[config.mk]
export PLATFORM = sky130hd
export DESIGN_NAME = spi_regfile_rw
export DESIGN_NICKNAME = d
export VERILOG_FILES = /design/src/rtl/spi_regfile_rw.sv
export SDC_FILE = /design/constraint.sdc
export NUM_CORES = 1
export LEC_CHECK = 0
export ABC_CLOCK_PERIOD_IN_PS = 2750
export CORE_MARGIN = 2
export CORE_UTILIZATION = 40
export DETAILED_ROUTE_END_ITERATION = 10
export SLEW_MARGIN = 10
export SYNTH_ARGS = -nofsm -noshare
export SYNTH_HDL_FRONTEND = slang
export SYNTH_SLANG_ARGS = --single-unit
[constraint.sdc]
create_clock -name clk -period 2.75 [get_ports clk]
set_input_delay 0.55 -clock clk [delete_from_list [all_inputs] [get_ports clk]]
set_output_delay 0.55 -clock clk [all_outputs]
set_load 0.03 [all_outputs]
[src/rtl/spi_regfile_rw.sv]
`default_nettype none
// ============================================================================
// spi_regfile_rw : SPI mode-0 register file with read/write, oversampled in clk.
// Optional macro SPI_READBACK_EN drives read data on CIPO.   Rev 1.0
// ============================================================================
module spi_regfile_rw #(
    parameter int                 NUM_REGS  = 5,
    parameter int                 ADDR_W    = 7,
    parameter int                 DATA_W    = 8,
    parameter logic [DATA_W-1:0]  RESET_VAL = '0
) (
    input  logic                         clk,
    input  logic                         rst_n,
    input  logic                         SCLK,
    input  logic                         COPI,
    input  logic                         nCS,
    output logic                         CIPO,
    output logic [NUM_REGS*DATA_W-1:0]   regs_flat,
    output logic                         wr_strobe,
    output logic [ADDR_W-1:0]            wr_addr,
    output logic                         frame_err
);

    localparam int C_FRAME_LEN = 1 + ADDR_W + DATA_W;
    localparam int CNT_W       = $clog2(C_FRAME_LEN + 1);
    localparam int SH_W        = (ADDR_W + 1 > DATA_W) ? ADDR_W + 1 : DATA_W;
    localparam int IDX_W       = (NUM_REGS > 1) ? $clog2(NUM_REGS) : 1;
    localparam logic [CNT_W-1:0] C_CMD_LAST  = CNT_W'(ADDR_W);
    localparam logic [CNT_W-1:0] C_DATA_LAST = CNT_W'(C_FRAME_LEN - 1);
    localparam logic [CNT_W-1:0] C_FULL      = CNT_W'(C_FRAME_LEN);

    typedef enum logic [1:0] {
        S_IDLE     = 2'd0,
        S_CMD      = 2'd1,
        S_DATA     = 2'd2,
        S_WAIT_END = 2'd3
    } state_t;

    logic [1:0]        r_sclk_sync, r_copi_sync, r_ncs_sync;
    logic              r_sclk_d, r_ncs_d;
    logic              w_sclk_rise, w_cs_rise, w_cs_fall, w_copi;
    state_t            r_state;
    logic [CNT_W-1:0]  r_cnt;
    logic [SH_W-1:0]   r_shift, w_shift_nxt;
    logic              r_cmd, r_overrun, w_addr_ok;
    logic [ADDR_W-1:0] r_addr;
    logic [DATA_W-1:0] r_regs [NUM_REGS];

    always_ff @(posedge clk or negedge rst_n) begin
        if (!rst_n) begin
            r_sclk_sync <= 2'b00;
            r_copi_sync <= 2'b00;
            r_ncs_sync  <= 2'b11;
            r_sclk_d    <= 1'b0;
            r_ncs_d     <= 1'b1;
        end else begin
            r_sclk_sync <= {r_sclk_sync[0], SCLK};
            r_copi_sync <= {r_copi_sync[0], COPI};
            r_ncs_sync  <= {r_ncs_sync[0], nCS};
            r_sclk_d    <= r_sclk_sync[1];
            r_ncs_d     <= r_ncs_sync[1];
        end
    end

    assign w_sclk_rise = r_sclk_sync[1] & ~r_sclk_d;
    assign w_cs_rise   = r_ncs_sync[1] & ~r_ncs_d;
    assign w_cs_fall   = ~r_ncs_sync[1] & r_ncs_d;
    assign w_copi      = r_copi_sync[1];
    assign w_shift_nxt = {r_shift[SH_W-2:0], w_copi};
    assign w_addr_ok   = int'(r_addr) < NUM_REGS;

    // cs_rise is tested first so a coincident SCLK edge is never sampled
    always_ff @(posedge clk or negedge rst_n) begin
        if (!rst_n) begin
            r_state   <= S_IDLE;
            r_cnt     <= '0;
            r_shift   <= '0;
            r_cmd     <= 1'b0;
            r_addr    <= '0;
            r_overrun <= 1'b0;
            wr_strobe <= 1'b0;
            wr_addr   <= '0;
            frame_err <= 1'b0;
            for (int i = 0; i < NUM_REGS; i++) r_regs[i] <= RESET_VAL;
        end else begin
            wr_strobe <= 1'b0;
            frame_err <= 1'b0;
            if (w_cs_rise) begin
                if (r_state != S_IDLE) begin
                    if (r_cnt == C_FULL && !r_overrun) begin
                        if (r_cmd && w_addr_ok) begin
                            r_regs[r_addr[IDX_W-1:0]] <= r_shift[DATA_W-1:0];
                            wr_strobe <= 1'b1;
                            wr_addr   <= r_addr;
                        end
                    end else begin
                        frame_err <= 1'b1;
                    end
                end
                r_state <= S_IDLE;
            end else if (w_cs_fall) begin
                r_state   <= S_CMD;
                r_cnt     <= '0;
                r_shift   <= '0;
                r_overrun <= 1'b0;
            end else if (w_sclk_rise) begin
                case (r_state)
                    S_CMD: begin
                        r_shift <= w_shift_nxt;
                        r_cnt   <= r_cnt + CNT_W'(1);
                        if (r_cnt == C_CMD_LAST) begin
                            r_cmd   <= w_shift_nxt[ADDR_W];
                            r_addr  <= w_shift_nxt[ADDR_W-1:0];
                            r_state <= S_DATA;
                        end
                    end
                    S_DATA: begin
                        r_shift <= w_shift_nxt;
                        r_cnt   <= r_cnt + CNT_W'(1);
                        if (r_cnt == C_DATA_LAST) r_state <= S_WAIT_END;
                    end
                    S_WAIT_END: r_overrun <= 1'b1;
                    default:    r_state   <= S_IDLE;
                endcase
            end
        end
    end

    for (genvar gi = 0; gi < NUM_REGS; gi++) begin : g_flat
        assign regs_flat[gi*DATA_W +: DATA_W] = r_regs[gi];
    end

`ifdef SPI_READBACK_EN
    logic              w_sclk_fall, w_cmd_done, w_rd_hit;
    logic [DATA_W-1:0] r_tx, w_tx_load;
    logic              r_cipo;

    assign w_sclk_fall = ~r_sclk_sync[1] & r_sclk_d;
    assign w_cmd_done  = (r_state == S_CMD) && w_sclk_rise && !w_cs_rise && !w_cs_fall
                         && (r_cnt == C_CMD_LAST);
    assign w_rd_hit    = !w_shift_nxt[ADDR_W] && (int'(w_shift_nxt[ADDR_W-1:0]) < NUM_REGS);
    assign w_tx_load   = w_rd_hit ? r_regs[w_shift_nxt[IDX_W-1:0]] : '0;

    // Data bit presented on each fall in DATA so the controller samples it on the next rise
    always_ff @(posedge clk or negedge rst_n) begin
        if (!rst_n) begin
            r_tx   <= '0;
            r_cipo <= 1'b0;
        end else if (w_cs_rise || w_cs_fall) begin
            r_tx   <= '0;
            r_cipo <= 1'b0;
        end else if (w_cmd_done) begin
            r_tx   <= w_tx_load;
        end else if (w_sclk_fall) begin
            if (r_state == S_DATA) begin
                r_cipo <= r_tx[DATA_W-1];
                r_tx   <= {r_tx[DATA_W-2:0], 1'b0};
            end else begin
                r_cipo <= 1'b0;
            end
        end
    end

    assign CIPO = r_cipo;
`else
    assign CIPO = 1'b0;
`endif

endmodule
`default_nettype wire
==> results of run 1 <==
==> cells in the mapped netlist, types with 3 or more instances <==
| library cell | count | share of area, % |
|---|---|---|
| dfrtp_1 | 78 | 60 |
| mux2_2 | 42 | 14 |
| inv_1 | 10 | 1.1 |
| a22o_1 | 9 | 2.4 |
| ha_1 | 9 | 3.4 |
| mux2_1 | 8 | 2.8 |
| nor2_1 | 7 | 0.80 |
| o21ai_0 | 6 | 0.92 |
| and2_1 | 5 | 0.96 |
| nand2_1 | 5 | 0.57 |
| a21oi_1 | 4 | 0.61 |
| clkbuf_1 | 4 | 0.46 |
| and3_1 | 3 | 0.57 |
| dfstp_2 | 3 | 2.4 |
==> flip-flops by register name (all words and copies together) (netlist names) <==
name	cells
r_ncs_sync	2
r_sclk_sync	2
wr_strobe	1
r_cnt	5
r_sclk_d	1
r_cmd	1
r_state	2
r_ncs_d	1
r_copi_sync	2
r_shift	8
regs_flat	40
r_addr	7
wr_addr	7
frame_err	1
r_overrun	1
==> report_power, final <==
| part | total (mW) | internal, mW | switching [mW] |
|---|---|---|---|
| sequential | 1.31 | 1.24 | 0.0665 |
| combinational | 0.265 | 0.108 | 0.158 |
| clock | 0.952 | 0.531 | 0.421 |
==> critical path: stages, from the launching register on <==
cell     delay [ns]
dfrtp_1        0.41
inv_1          0.10
ha_1           0.22
or4b_1         0.61
nor4_4         0.27
and3_1         0.42
mux2_1         0.37
==> cells by family after synthesis <==
family / after synthesis / share of synthesized area, %
other: 1 / 0.115
muxes: 50 / 17.2
buffers and inverters: 17 / 2.22
DFF: 81 / 62.0
AOI/OAI and AO/OA: 28 / 6.19
adders and majority gates: 9 / 3.44
and+or+nand+nor: 41 / 8.83
==> final cells by class <==
type	instances	area [sq um]	area share [%]
multi-input cells	129	1170	28.2
clock buffers	10	138	3.31
clock inverters	5	78.8	1.90
flip-flops and latches	81	2030	48.9
well taps	102	128	3.07
repair buffers	57	571	13.7
inverters	10	37.5	0.904
==> final timing paths <==
| kind | from | endpoint | slack (ns) | cells past startpoint |
|---|---|---|---|---|
| worst max-delay path | r_state[0] | regs_flat[27] | 0.24 | 6 |
| worst min register to register | r_sclk_sync[0] | r_sclk_sync[1] | 0.35 | 0 |
| worst min-delay path | rst_n | r_state[1] | 0.13 | 1 |
| worst max register to register | r_state[0] | regs_flat[27] | 0.24 | 6 |
| max in group asynchronous | rst_n | r_addr[4] | 2.03 | 2 |
| min in group clk | r_sclk_sync[0] | r_sclk_sync[1] | 0.35 | 0 |
==> per-layer routing <==
layer / vias up / part of all wire [%] / GRT usage [%]
met5: - / 0 / 0
met4: 0 / 1.8 / 7.13
met3: 9 / 4.3 / 3.99
met2: 44 / 47 / 24.3
met1: 1041 / 47 / 23.8
li1: 932 / - / -
==> stage by stage <==
stage                     instances  total power, mW  hold WS [ns]
after floorplan                 227             1.49         0.254
after global placement          379             1.59         0.336
after detailed placement        379             1.60         0.337
after CTS                       394             2.55         0.151
after global routing            394             2.65         0.171
final                           394             2.52         0.129
==> layout by cell type (no fill, tap or decap), types with 2 or more instances in the layout <==
cell type / count
mux2_2: 42
mux2_1: 8
nand2b_1: 2
buf_4: 4
and3_1: 3
nand2_1: 5
clkdlybuf4s50_1: 52
dfstp_2: 3
dfrtp_1: 78
or4b_1: 2
ha_1: 9
o21ai_0: 6
nand3b_2: 2
clkbuf_8: 10
a21oi_1: 4
nand3_1: 2
nand4bb_1: 2
a22o_1: 9
nor2_1: 7
inv_1: 10
and2_1: 5
bufinv_16: 2
clkinv_2: 2
==> impl_metrics.json, run 1 <==
{
  "num_rows": 32,
  "fmax_mhz": 398,
  "fp.dieW_um": 94.5,
  "synth_area_per_cell_sq_um": 14.4,
  "port_buffers": 53,
  "syn_nets": 241,
  "drt-initial-drc-count": 45,
  "grt_pass1_wl_mm": 11.1,
  "fillers": 713,
  "clockBufferDepth": 2,
  "globalRouteTotalUtil_pct": 16.7,
  "vias_per_cell": 5.14,
  "cap_violations": 0,
  "cts_buffers": 9,
  "final_util_pct": 52.9,
  "clkLatencyLatePin_ns": 0.35,
  "vias": 2026,
  "layout_setup_ws_ns": 0.240,
  "status": "finished, final reports clean",
  "final_area_sq_mm": 0.00415,
  "nets": 302,
  "slew_violations": 0,
  "initial_core_util_pct": 41.7,
  "path_class": "reg2reg",
  "drt_pre_antenna_iters": 4,
  "arrival_ns": 2.74,
  "overflow": 0,
  "cts_resized": 0,
  "slew_headroom_pct": 46.8,
  "globalplace.congestion": 0.743,
  "die_h_um": 94.5,
  "antenna_found_initial": 0,
  "design.core.area_sq_mm": 0.00785,
  "rsz0062_at_grt": "false",
  "ctsHoldBuffers": 0,
  "drt_wl_total_mm": 6.74,
  "cts_setup_buffers": 0,
  "peakVddDrop_v": 0.000278,
  "hold_viol": 0,
  "htree_levels": 3,
  "drtAntennaViolNets": 0,
  "cts.clk_slew.worst_paths_ns": 0.08,
  "post-place-ws_ns": 0.244,
  "tns_ns": 0,
  "wire_per_inst_um": 17.1,
  "antenna_cells": 0,
  "drc": 0,
  "setup_violations": 0,
  "drive_gt1_share_pct": 24.7,
  "synth-main-ff-cell": "dfrtp_1",
  "cts_tree": "yes",
  "cts.sinks": 81,
  "p_per_area_mw_per_mm2": 607,
  "dp_hpwl_mm": 4.66,
  "netlist_area_sq_mm": 0.00327,
  "yosys_register_bits": 81,
  "area_growth_syn_to_layout_pct": 26.9,
  "fin_crit_sh_pct": 91.3,
  "grt_max_degree": 51,
  "grt_pass1_vias": 2121,
  "dpl-instance-area_sq_mm": 0.00394,
  "die_area_sq_mm": 0.00893,
  "crit_required_ns": 2.98,
  "p_leak_nw": 1.97,
  "tightestPinTransition_ns": 0.793,
  "seq_area_frac_synth_pct": 62.0,
  "ys_async_sr_fraction_pct": 100,
  "finClkSkew_ns": 0.00824,
  "synth_enable_flop_cells": 0,
  "clockRootBuffer": "clkbuf_8",
  "end_kind": "register",
  "finalCriticalPeriod_ns": 2.51,
  "syn_inst": 227,
  "yosysUniqueCellTypes": 42,
  "cp_max_fo": 8,
  "cp-start-kind": "register",
  "io_pins": 55,
  "yosysWarnings": 0,
  "hold_class": "in2async"
}
Note: power is estimated with default switching activity, not from simulation.
==> run 2, diff against run 1 <==
--- a/config.mk
+++ b/config.mk
@@ -6,9 +6,11 @@
 export NUM_CORES = 1
 export LEC_CHECK = 0
 export ABC_CLOCK_PERIOD_IN_PS = 2750
+export CAP_MARGIN = 20
 export CORE_MARGIN = 2
-export CORE_UTILIZATION = 40
+export CORE_UTILIZATION = 50
 export DETAILED_ROUTE_END_ITERATION = 10
+export PLACE_DENSITY = 0.76
 export SLEW_MARGIN = 10
 export SYNTH_ARGS = -nofsm -noshare
 export SYNTH_HDL_FRONTEND = slang
==> impl_metrics.json, run 2 (same netlist as run 1, synthesis figures left out) <==
{
  "grt_pass1_wl_mm": 10.1,
  "cp-start-kind": "register",
  "finClkSkew_ns": 0.00709,
  "cts.sinks": 81,
  "clockRootBuffer": "clkbuf_8",
  "rsz0062_at_grt": "false",
  "initial_core_util_pct": 51.6,
  "arrival_ns": 2.81,
  "final_cell_mix": "78 x dfrtp_1, 52 x clkdlybuf4s50_1, 42 x mux2_2, 11 x clkbuf_8, 10 x inv_1",
  "final_area_sq_mm": 0.00408,
  "htree_levels": 3,
  "cts_tree": "yes",
  "dpl-instance-area_sq_mm": 0.00389,
  "fillers": 473,
  "globalplace.congestion": 0.793,
  "status": "finished, final reports clean",
  "end_kind": "register",
  "io_pins": 55,
  "overflow": 0,
  "final_common_cell": "dfrtp_1",
  "largest_reg_flops": 40,
  "setup_violations": 0,
  "fmax_mhz": 387,
  "die_h_um": 84.9,
  "cp_max_fo": 9,
  "cts.clk_slew.worst_paths_ns": 0.08,
  "seqCellArea_sq_mm": 0.00203,
  "globalRouteTotalUtil_pct": 18.4,
  "p_per_area_mw_per_mm2": 579,
  "power_frac_seq_pct": 55.1,
  "clockBufferDepth": 2,
  "post-place-ws_ns": 0.145,
  "p_leak_nw": 1.94,
  "drt-initial-drc-count": 58,
  "clkPwrFrac_pct": 34.0,
  "swShare_pct": 27.0,
  "cts_buffers": 9,
  "fin_crit_sh_pct": 94.0,
  "drt_wl_total_mm": 6.04,
  "cap_violations": 0,
  "grt_pass1_vias": 1985,
  "antenna_found_initial": 0,
  "vias_per_cell": 5.36,
  "worst_hold_slack_ns": 0.180,
  "slew_violations": 0,
  "p_int_mw": 1.73,
  "path_class": "reg2reg",
  "ctsHoldBuffers": 0,
  "antenna_cells": 0,
  "drive_gt1_share_pct": 24.4,
  "drc": 0,
  "nets": 300,
  "drtAntennaViolNets": 0,
  "fp.dieW_um": 84.9,
  "tightestPinTransition_ns": 0.710,
  "dp_hpwl_mm": 4.10,
  "num_rows": 29,
  "multi_input_area_sq_mm": 0.00117,
  "grt_max_degree": 43,
  "wire_per_inst_um": 16.4,
  "vias": 1972,
  "peakVddDrop_v": 0.000505,
  "design.core.area_sq_mm": 0.00635,
  "layout_setup_ws_ns": 0.164,
  "slew_headroom_pct": 52.3,
  "die_area_sq_mm": 0.00721,
  "power_frac_comb_pct": 10.9,
  "hold_class": "in2async",
  "hold_viol": 0,
  "cts_resized": 0,
  "clkLatencyLatePin_ns": 0.35,
  "cts_setup_buffers": 0,
  "area_growth_syn_to_layout_pct": 24.6,
  "crit_required_ns": 2.97,
  "p_sw_uw": 638,
  "port_buffers": 53,
  "drt_pre_antenna_iters": 4,
  "tns_ns": 0,
  "finalCriticalPeriod_ns": 2.59
}
[run 2: worst paths after layout]
path                             endpoint           start  cells past startpoint  slack [ns]
setup / recovery            regs_flat[29]   r_ncs_sync[1]                      5        0.16
hold / removal                      r_cmd           rst_n                      1        0.18
setup reg to reg            regs_flat[29]   r_ncs_sync[1]                      5        0.16
hold reg to reg            r_sclk_sync[1]  r_sclk_sync[0]                      0        0.35
max in group asynchronous   r_ncs_sync[1]           rst_n                      2        1.92
min in group clk           r_sclk_sync[1]  r_sclk_sync[0]                      0        0.35
[run 2: power by group through the flow]
stage               Sequential [mW]  Combinational, mW  Clock, mW
detailed placement             1.33              0.262          0
CTS                            1.30              0.262      0.833
floorplan                      1.31              0.179          0
global route                   1.31              0.294      0.888
global placement               1.32              0.255          0
finish                         1.30              0.258      0.804
[run 2: area by class of cell]
class	count	area share, %
clock inverter	5	0.950
sequential	81	49.8
timing repair buffer	55	13.6
multi-input combinational	129	28.7
clock buffer	11	3.71
inverter	10	0.920
tap	77	2.36
[run 2: critical path: stages (launching register included)]
cell,delay [ns]
dfstp_2,0.55
ha_1,0.32
or4b_1,0.55
nor4_4,0.25
and3_1,0.42
mux2_1,0.37
[run 2: stage by stage]
step	total power [mW]	utilization, %	instances
after floorplan	1.49	-	227
after global placement	1.58	61.3	352
after detailed placement	1.59	61.3	352
after CTS	2.40	64.3	368
after global routing	2.50	64.3	368
final	2.37	64.3	368
[run 2: metal layers]
metal | vias up | GRT usage, % | part of all wire, %
li1 | 934 | - | -
met1 | 978 | 25.0 | 47
met2 | 54 | 27.8 | 47
met3 | 6 | 7.49 | 5.7
met4 | 0 | 5.05 | 0.91
met5 | - | 0 | 0
==> run 3, diff against run 2 <==
--- a/config.mk
+++ b/config.mk
@@ -10,7 +10,7 @@
 export CORE_MARGIN = 2
 export CORE_UTILIZATION = 50
 export DETAILED_ROUTE_END_ITERATION = 10
-export PLACE_DENSITY = 0.76
+export PLACE_DENSITY_LB_ADDON = 0.08
 export SLEW_MARGIN = 10
 export SYNTH_ARGS = -nofsm -noshare
 export SYNTH_HDL_FRONTEND = slang
==> impl_metrics.json, run 3 (same netlist as run 1, synthesis figures left out) <==
{
  "final_util_pct": 65.7,
  "dp_hpwl_mm": 4.32,
  "final_common_cell": "dfrtp_1",
  "path_class": "reg2reg",
  "r2r_cells": 6,
  "cts.clk_slew.worst_paths_ns": 0.08,
  "rsz0062_at_grt": "false",
  "cp-start-kind": "register",
  "area_growth_syn_to_layout_pct": 27.4,
  "num_rows": 29,
  "cp_max_fo": 8,
  "vias_per_cell": 5.49,
  "io_pins": 55,
  "finalCriticalPeriod_ns": 2.46,
  "total_power_mw": 2.71,
  "wire_per_inst_um": 17.0,
  "clockBufferDepth": 2,
  "design.core.area_sq_mm": 0.00635,
  "port_buffers": 53,
  "vias": 2030,
  "die_area_sq_mm": 0.00721,
  "drtAntennaViolNets": 0,
  "drt-initial-drc-count": 124,
  "setup_violations": 0,
  "cts_setup_buffers": 0,
  "cts_resized": 0,
  "cap_violations": 0,
  "globalRouteTotalUtil_pct": 19.7,
  "finClkSkew_ns": 0.00712,
  "slew_headroom_pct": 53.6,
  "hold_viol": 0,
  "p_leak_nw": 1.98,
  "fillers": 488,
  "die_h_um": 84.9,
  "antenna_cells": 0,
  "drt_wl_total_mm": 6.30,
  "tightestPinTransition_ns": 0.693,
  "globalplace.congestion": 0.823,
  "nets": 302,
  "ctsHoldBuffers": 0,
  "drc": 0,
  "arrival_ns": 2.70,
  "fmax_mhz": 406,
  "fp.dieW_um": 84.9,
  "grt_pass1_wl_mm": 10.8,
  "tns_ns": 0,
  "reg2reg_slack_ns": 0.29,
  "cts_tree": "yes",
  "end_kind": "register",
  "worstReg2RegEnd": "regs_flat[31]",
  "htree_levels": 3,
  "largest_reg_flops": 40,
  "hold_class": "in2async",
  "clkLatencyLatePin_ns": 0.35,
  "drt_pre_antenna_iters": 4,
  "status": "finished, final reports clean",
  "cts.sinks": 81,
  "grt_pass1_vias": 2072,
  "timing.rr.start": "r_state[0]",
  "overflow": 0,
  "peakVddDrop_v": 0.000419,
  "slew_violations": 0,
  "initial_core_util_pct": 51.6,
  "drive_gt1_share_pct": 24.6,
  "cts_buffers": 9,
  "p_per_area_mw_per_mm2": 649,
  "fin_crit_sh_pct": 89.5,
  "final_cell_mix": "78 x dfrtp_1, 52 x clkdlybuf4s50_1, 42 x mux2_2, 10 x inv_1",
  "clockRootBuffer": "clkbuf_8",
  "crit_required_ns": 2.99,
  "antenna_found_initial": 0,
  "grt_max_degree": 48
}
run 3: cell types whose count changed in the layout (fill, tap and decap cells not counted):
cell | before | now
clkinv_4 | 2 | 0
clkbuf_1 | 0 | 1
inv_6 | 1 | 2
buf_4 | 2 | 4
bufinv_16 | 0 | 4
clkinvlp_4 | 1 | 0
clkinv_2 | 1 | 0
clkbuf_8 | 11 | 9
run 3: final cells by class:
class                           instances  area (sq um)  area share, %
Sequential cell                        81          2030           48.7
Tap cell                               77          96.3           2.31
Clock inverter                          6           138           3.30
Timing Repair Buffer                   57           571           13.7
Inverter                               10          37.5          0.900
Clock buffer                           10           128           3.06
Multi-Input combinational cell        129          1170           28.1
run 3: worst max-delay path by stage:
stage | startpoint | endpoint | cells past startpoint
after global placement | r_state[1] | regs_flat[31] | 6
after floorplan | r_ncs_sync[1] | regs_flat[24] | 7
after global routing | r_state[0] | regs_flat[31] | 6
after detailed placement | r_state[0] | regs_flat[27] | 6
after CTS | r_state[0] | regs_flat[31] | 6
final | r_state[0] | regs_flat[31] | 6
run 3: layer usage:
metal | track usage [%] | vias up | wire, um
met5 | 0 | - | 0
met4 | 10.4 | 0 | 153
met3 | 4.09 | 14 | 234
met2 | 28.4 | 48 | 2810
met1 | 28.4 | 1027 | 3100
li1 | - | 941 | -
run 3: worst max-delay path, stage by stage, from the launching register on:
cell	delay, ns
dfrtp_1	0.41
inv_1	0.10
ha_1	0.21
or4b_1	0.60
nor4_4	0.24
and3_1	0.43
mux2_1	0.36
run 3: power by group:
part | leakage (nW) | switching [mW] | internal [mW]
clock | 0.131 | 0.433 | 0.702
combinational | 0.747 | 0.158 | 0.110
sequential | 1.11 | 0.0664 | 1.24
total | 1.98 | 0.658 | 2.05
run 3: through the flow:
stage	area, sq um	worst slack [ns]	hold slack [ns]	instances
6_report	4170	0.289	0.141	370
5_1_grt	4170	0.142	0.172	370
4_1_cts	4170	0.268	0.147	370
3_5_place_dp	3910	0.284	0.335	354
3_3_place_gp	3910	0.356	0.332	354
2_1_floorplan	3270	0.348	0.254	227
